===== config.mk =====
export PLATFORM = sky130hd
export DESIGN_NAME = lsu
export DESIGN_NICKNAME = d
export VERILOG_FILES = /design/src/rtl/lsu.sv
export SDC_FILE = /design/constraint.sdc
export NUM_CORES = 1
export LEC_CHECK = 0
export CAP_MARGIN = 20
export CORE_AREA = 2 2 185 187
export CTS_BUF_LIST = sky130_fd_sc_hd__clkbuf_4 sky130_fd_sc_hd__clkbuf_8 sky130_fd_sc_hd__clkbuf_16
export CTS_CLUSTER_DIAMETER = 200
export DETAILED_ROUTE_END_ITERATION = 10
export DIE_AREA = 0 0 187 189
export PLACE_DENSITY = 0.71
export SYNTH_ARGS = -nofsm -noshare
export SYNTH_HDL_FRONTEND = slang
export SYNTH_SLANG_ARGS = --single-unit

===== constraint.sdc =====
create_clock -name clk -period 2.95 [get_ports clk]
set_clock_uncertainty 0.05 [all_clocks]
set_input_delay 0.295 -clock clk [delete_from_list [all_inputs] [get_ports clk]]
set_output_delay 0.295 -clock clk [all_outputs]
set_load 0.02 [all_outputs]

===== src/rtl/lsu.sv =====
// lsu -- load/store unit between the execute stage and the memory port.
// Takes one load or store per request handshake, checks natural alignment,
// drives doubleword-aligned read/write strobes (byte mask, lane-shifted
// write data), extracts and extends load data, and returns one response
// per request.
//
// Ports:
//   clk, rst_n                 clock, async active-low reset
//   req_valid/req_ready        request handshake (ready only in IDLE)
//   req_wen/addr/size/unsigned request fields (size 0..3 = B/H/W/D)
//   req_wdata                  store data, right-justified
//   resp_valid/resp_ready      response handshake
//   resp_rdata/resp_misalign   extended load data / misalignment flag
//   mem_raddr/mem_read         read address (addr & ~7) and strobe
//   mem_waddr/wdata/wmask/write write address, shifted data, byte enables, strobe
//   mem_rdata                  read data, valid while mem_read is high
//
// Parameter DELAY (0..15): extra cycles a read is held before sampling.
//
// state  | meaning
// -------+---------------------------------------------------------------
// IDLE   | ready for a request
// ACCESS | first memory cycle; store strobes here, load read begins
// WAIT   | DELAY extra cycles; load keeps reading, store idles
// RESP   | response held until resp_ready
module lsu #(
  parameter int unsigned DELAY = 0
) (
  input  logic        clk,
  input  logic        rst_n,
  input  logic        req_valid,
  output logic        req_ready,
  input  logic        req_wen,
  input  logic [63:0] req_addr,
  input  logic [1:0]  req_size,
  input  logic        req_unsigned,
  input  logic [63:0] req_wdata,
  output logic        resp_valid,
  input  logic        resp_ready,
  output logic [63:0] resp_rdata,
  output logic        resp_misalign,
  output logic [63:0] mem_raddr,
  output logic        mem_read,
  output logic [63:0] mem_waddr,
  output logic [63:0] mem_wdata,
  output logic [7:0]  mem_wmask,
  output logic        mem_write,
  input  logic [63:0] mem_rdata
);

  typedef enum logic [1:0] {IDLE, ACCESS, WAIT, RESP} state_t;

  localparam logic [3:0] DLY = 4'(DELAY);

  state_t      state_q, state_d;
  logic [3:0]  cnt_q, cnt_d;
  logic        wen_q, wen_d;
  logic [63:0] addr_q, addr_d;
  logic [1:0]  size_q, size_d;
  logic        uns_q, uns_d;
  logic [63:0] wdata_q, wdata_d;
  logic [63:0] rdata_q, rdata_d;
  logic        mis_q, mis_d;

  logic        accept;
  logic        misalign;
  logic        last_rd;
  logic [5:0]  shamt;
  logic [63:0] shifted;
  logic [63:0] ld_val;
  logic [7:0]  base_mask;

  assign req_ready = (state_q == IDLE);
  assign accept    = req_valid && req_ready;
  assign shamt     = {addr_q[2:0], 3'b000};

  always_comb begin
    misalign = 1'b0;
    case (req_size)
      2'd1:    misalign = req_addr[0];
      2'd2:    misalign = |req_addr[1:0];
      2'd3:    misalign = |req_addr[2:0];
      default: misalign = 1'b0;
    endcase
  end

  // Load data is captured on the final read cycle only, so slow memory may
  // present garbage on earlier cycles.
  assign last_rd = !wen_q &&
                   (((state_q == ACCESS) && (DLY == 4'd0)) ||
                    ((state_q == WAIT) && (cnt_q == 4'd1)));

  always_comb begin
    shifted = mem_rdata >> shamt;
    ld_val  = shifted;
    case (size_q)
      2'd0:    ld_val = uns_q ? {56'd0, shifted[7:0]}  : {{56{shifted[7]}},  shifted[7:0]};
      2'd1:    ld_val = uns_q ? {48'd0, shifted[15:0]} : {{48{shifted[15]}}, shifted[15:0]};
      2'd2:    ld_val = uns_q ? {32'd0, shifted[31:0]} : {{32{shifted[31]}}, shifted[31:0]};
      default: ld_val = shifted;
    endcase
  end

  always_comb begin
    state_d = state_q;
    cnt_d   = cnt_q;
    wen_d   = wen_q;
    addr_d  = addr_q;
    size_d  = size_q;
    uns_d   = uns_q;
    wdata_d = wdata_q;
    rdata_d = rdata_q;
    mis_d   = mis_q;
    case (state_q)
      IDLE: begin
        if (accept) begin
          wen_d   = req_wen;
          addr_d  = req_addr;
          size_d  = req_size;
          uns_d   = req_unsigned;
          wdata_d = req_wdata;
          rdata_d = 64'd0;
          mis_d   = misalign;
          cnt_d   = DLY;
          state_d = misalign ? RESP : ACCESS;
        end
      end
      ACCESS: begin
        if (last_rd) rdata_d = ld_val;
        state_d = (DLY == 4'd0) ? RESP : WAIT;
      end
      WAIT: begin
        if (last_rd) rdata_d = ld_val;
        cnt_d = cnt_q - 4'd1;
        if (cnt_q == 4'd1) state_d = RESP;
      end
      RESP: begin
        if (resp_ready) state_d = IDLE;
      end
      default: state_d = IDLE;
    endcase
  end

  always_ff @(posedge clk or negedge rst_n) begin
    if (!rst_n) begin
      state_q <= IDLE;
      cnt_q   <= 4'd0;
      wen_q   <= 1'b0;
      addr_q  <= 64'd0;
      size_q  <= 2'd0;
      uns_q   <= 1'b0;
      wdata_q <= 64'd0;
      rdata_q <= 64'd0;
      mis_q   <= 1'b0;
    end else begin
      state_q <= state_d;
      cnt_q   <= cnt_d;
      wen_q   <= wen_d;
      addr_q  <= addr_d;
      size_q  <= size_d;
      uns_q   <= uns_d;
      wdata_q <= wdata_d;
      rdata_q <= rdata_d;
      mis_q   <= mis_d;
    end
  end

  always_comb begin
    case (size_q)
      2'd0:    base_mask = 8'h01;
      2'd1:    base_mask = 8'h03;
      2'd2:    base_mask = 8'h0F;
      default: base_mask = 8'hFF;
    endcase
  end

  // Outputs decode from the registered state, so an async reset forces
  // every strobe, address and data bus to zero immediately.
  always_comb begin
    mem_read      = !wen_q && ((state_q == ACCESS) || (state_q == WAIT));
    mem_write     = wen_q && (state_q == ACCESS);
    mem_raddr     = mem_read  ? {addr_q[63:3], 3'b000} : 64'd0;
    mem_waddr     = mem_write ? {addr_q[63:3], 3'b000} : 64'd0;
    mem_wdata     = mem_write ? (wdata_q << shamt) : 64'd0;
    mem_wmask     = mem_write ? (base_mask << addr_q[2:0]) : 8'd0;
    resp_valid    = (state_q == RESP);
    resp_rdata    = resp_valid ? rdata_q : 64'd0;
    resp_misalign = resp_valid && mis_q;
  end

endmodule


==> results.md <==
- Crit. End Element: output pin
- Non-filler cells, final: roughly 2100
- Largest stage delay, worst path: 610 ps
- Part of the cycle the worst path needs: 0.973
- Clock sinks: 203
- Slew headroom: 0.266
- Worst vdd ir: 548 uV
- Chip height: 189 microns
- Worst-Skew Late Latency: ~530 ps
- Crit-path slowest cell: clkdlybuf4s50_1
- Layout cell share with drive strength beyond 1: 0.187
- Number of global-route vias before repair: between 10000 and 15000
- Synth Cell Area: 12800 sq um
- Ys Warns: 0
- Register-to-register setup slack: ~190 ps
- Register area share after synthesis: 0.396
- CTS clk-pin slew, worst paths: around 60 ps
- DR iter-0 viols: roughly 970
- Area share of xor/xnor cells in the synthesized design: 0
- Global route total overflow: 0
- Post-route DRC: 0
- Kind of critical path: reg2out
- Synth Area in Adders: 0.00780
- Layout area overhead: 47.2%
- Initial antenna violation count: 3
- Vias per cell: between 5 and 6
- CP Cell Sequence: ha_2, buf_4, and2_1, clkdlybuf4s50_1
- Final worst slack: roughly 80 ps
- Pre-CTS setup slack: between 200 and 250 ps
- Final wirelength: around 51000 microns
- P_leak: a little under 9 nW
- GRT Total Usage: 0.277
- Dpl cells: about 2100
- Min-Delay Path Class: in2async
- Final Wtd Congestion: between 0.9 and 1
- Status: complete, no violations
- Die ar.: around 35000 sq um
- First-pass GRT wire length: around 75000 microns
- Post-DP HPWL: roughly 37000 microns
- R2r endpoint: rdata_q[28]
- Routed Antenna Nets: 0
- Critical Path Fanout Max: 23
- WL/cell: between 20 and 25 microns
- Via count: around 12000
- Buffers & Inverters on Critical Path: 2
- I/O Buffers: roughly 460
- CORE AREA: ~33000 sq um
- Clock Path Buffers: 3
- Largest net degree at the start of global routing: 84
- Critical Path RT: about 2600 ps
- IO Count: 469
- Simple-Gate Fraction of Synth Area: 0.172
- Number of synthesized flops with an enable pin: 0
- Post-Synthesis Cells: 1239
- Final Total Pwr: between 0.02 and 0.025 W
- Compound-gate portion of the synthesized area: 0.121
- Setup violations, final: 0
- Fin crit period: 2870 ps
- Die Wd: between 150 and 200 microns
- Fin. max-slew vios: 0
- Main synth FF type: dfrtp_1
- Final hold viol count: 0
- Starting density of the core: 0.385
- Distinct cells, synth: 52
- Cell Pwr Density: between 1000 and 1500 nW/um^2
- Critical path arrival: between 2000 and 3000 ps
- Post-synthesis mux area share: 0.249
- Synth Register Bits: 203
- Crit start category: register
- Fin area: 18900 sq um
- Fmax: between 300 and 400 MHz
- Largest family of logic cells by synthesized area: multiplexers
- Max cap viols: 0
- Root Buffer: clkbuf_16
- Row count: between 60 and 70
- Worst slew pin tran: approximately 1100 ps
- Delay-heaviest family, CP: buffers and inverters
- Mean Syn Cell Area: around 10 sq um
- RSZ-0062 raised after global routing: true
- Layout Nets: approximately 1900
- DR pass1 iterations: 5
- Reg-to-reg startpoint: state_q[0]
- CTS tree: built
- Worst-case reg-to-reg path depth: 7
- Htree depth: 1
- CTS buffer count: 25
- Ys async rst share: 1.00
- Total negative slack: 0 ps
- Placed Area: ~18000 sq um
## registers in the layout, summed over array words and instances, names as in the netlist
name,cells
uns_q,1
state_q,2
rdata_q,64
cnt_q,4
mis_q,1
size_q,2
wen_q,1
addr_q,64
wdata_q,64
## logic make-up after synthesis
family,count (synthesis)
AOI/OAI and AO/OA,212
DFF,203
muxes,262
and+or+nand+nor,424
buffers and inverters,129
other,1
adders and majority gates,8
## worst max-delay path by stage
stage	from	endpoint	cells after the start
6_report	state_q[1]	resp_rdata[55]	4
3_3_place_gp	state_q[1]	mem_wdata[6]	9
5_1_grt	state_q[1]	resp_rdata[55]	4
2_1_floorplan	addr_q[0]	mem_wmask[6]	7
3_5_place_dp	state_q[1]	mem_wdata[1]	9
4_1_cts	state_q[1]	mem_waddr[55]	5
## cell type report
| class | count | area [sq um] |
|---|---|---|
| multi-input cells | 912 | 7140 |
| repair buffers | 514 | 5130 |
| diodes | 2 | 5.00 |
| fillers | 2961 | 14400 |
| inverters | 13 | 48.8 |
| clock inverters | 10 | 175 |
| flip-flops and latches | 203 | 5090 |
| clock buffers | 34 | 731 |
| well taps | 448 | 561 |
## where the power goes
group,total [W],internal (W),switching [W]
Clock,0.00341,0.00216,0.00125
Combinational,0.0129,0.00593,0.00702
Sequential,0.00536,0.00407,0.00129
Total,0.0217,0.0122,0.00957
## cell usage in the layout, fill, tap and decap left out, types with 3 or more instances in the layout
cell type        instances
a211oi_1                 9
a21oi_1                 38
a221o_1                 22
a22o_1                  41
a22oi_1                 11
a32o_1                   8
and2_1                 152
and3_1                  61
buf_12                  10
buf_4                   35
bufinv_16                5
clkbuf_16               27
clkbuf_2                12
clkbuf_4                 3
clkbuf_8                 6
clkdlybuf4s15_1          6
clkdlybuf4s50_1        331
clkinv_2                 5
conb_1                   6
dfrtp_1                198
dfrtp_2                  3
dlygate4sd2_1           88
dlymetal6s2s_1          23
ha_1                     6
inv_1                   11
mux2_2                 148
mux2i_1                 83
mux4_2                  31
nand2_1                 97
nand3_1                  3
nor2_1                  83
nor2b_1                 12
nor3_1                   4
o21a_1                   3
o21ai_0                 49
o22ai_1                  7
o2bb2ai_1                7
## per-layer routing
layer	share of wire	vias up	track usage
met1	0.40	5920	0.348
met4	0.036	0	0.0943
met2	0.48	601	0.474
met5	0	-	0
li1	-	5270	-
met3	0.077	93	0.0562
## cells in the mapped netlist (7+ instances only)
| cell type | instances | share of area |
|---|---|---|
| o21ai_0 | 51 | 0.020 |
| buf_6 | 9 | 0.0079 |
| mux4_2 | 31 | 0.054 |
| buf_4 | 15 | 0.0088 |
| buf_2 | 15 | 0.0059 |
| o2bb2ai_1 | 7 | 0.0048 |
| a21oi_1 | 38 | 0.015 |
| o22ai_1 | 7 | 0.0034 |
| clkbuf_1 | 58 | 0.017 |
| and3_1 | 61 | 0.030 |
| nor2_1 | 85 | 0.025 |
| nor2b_1 | 14 | 0.0068 |
| a211oi_1 | 9 | 0.0053 |
| nand2_1 | 99 | 0.029 |
| and2_1 | 152 | 0.074 |
| buf_1 | 12 | 0.0035 |
| a22oi_1 | 11 | 0.0064 |
| dfrtp_1 | 203 | 0.40 |
| ha_1 | 8 | 0.0078 |
| mux2_2 | 148 | 0.13 |
| inv_1 | 11 | 0.0032 |
| a22o_1 | 41 | 0.028 |
| a221o_1 | 22 | 0.017 |
| a32o_1 | 8 | 0.0062 |
| mux2i_1 | 83 | 0.065 |
## repair_timing
item	CTS	global route
pin swaps	0	0
gates cloned	1	2
resized for setup	114	63
hold buffers	1	0
endpoints found under the hold margin	47	0
setup endpoints to repair	179	91
buffers inserted	3	2
## stage by stage
stage	utilization	hold slack, ps
2_1_floorplan	-	-50.6
3_3_place_gp	0.538	190
3_5_place_dp	0.538	192
4_1_cts	0.564	248
5_1_grt	0.567	268
6_report	0.567	247
Power figures use the tool's default switching activity.
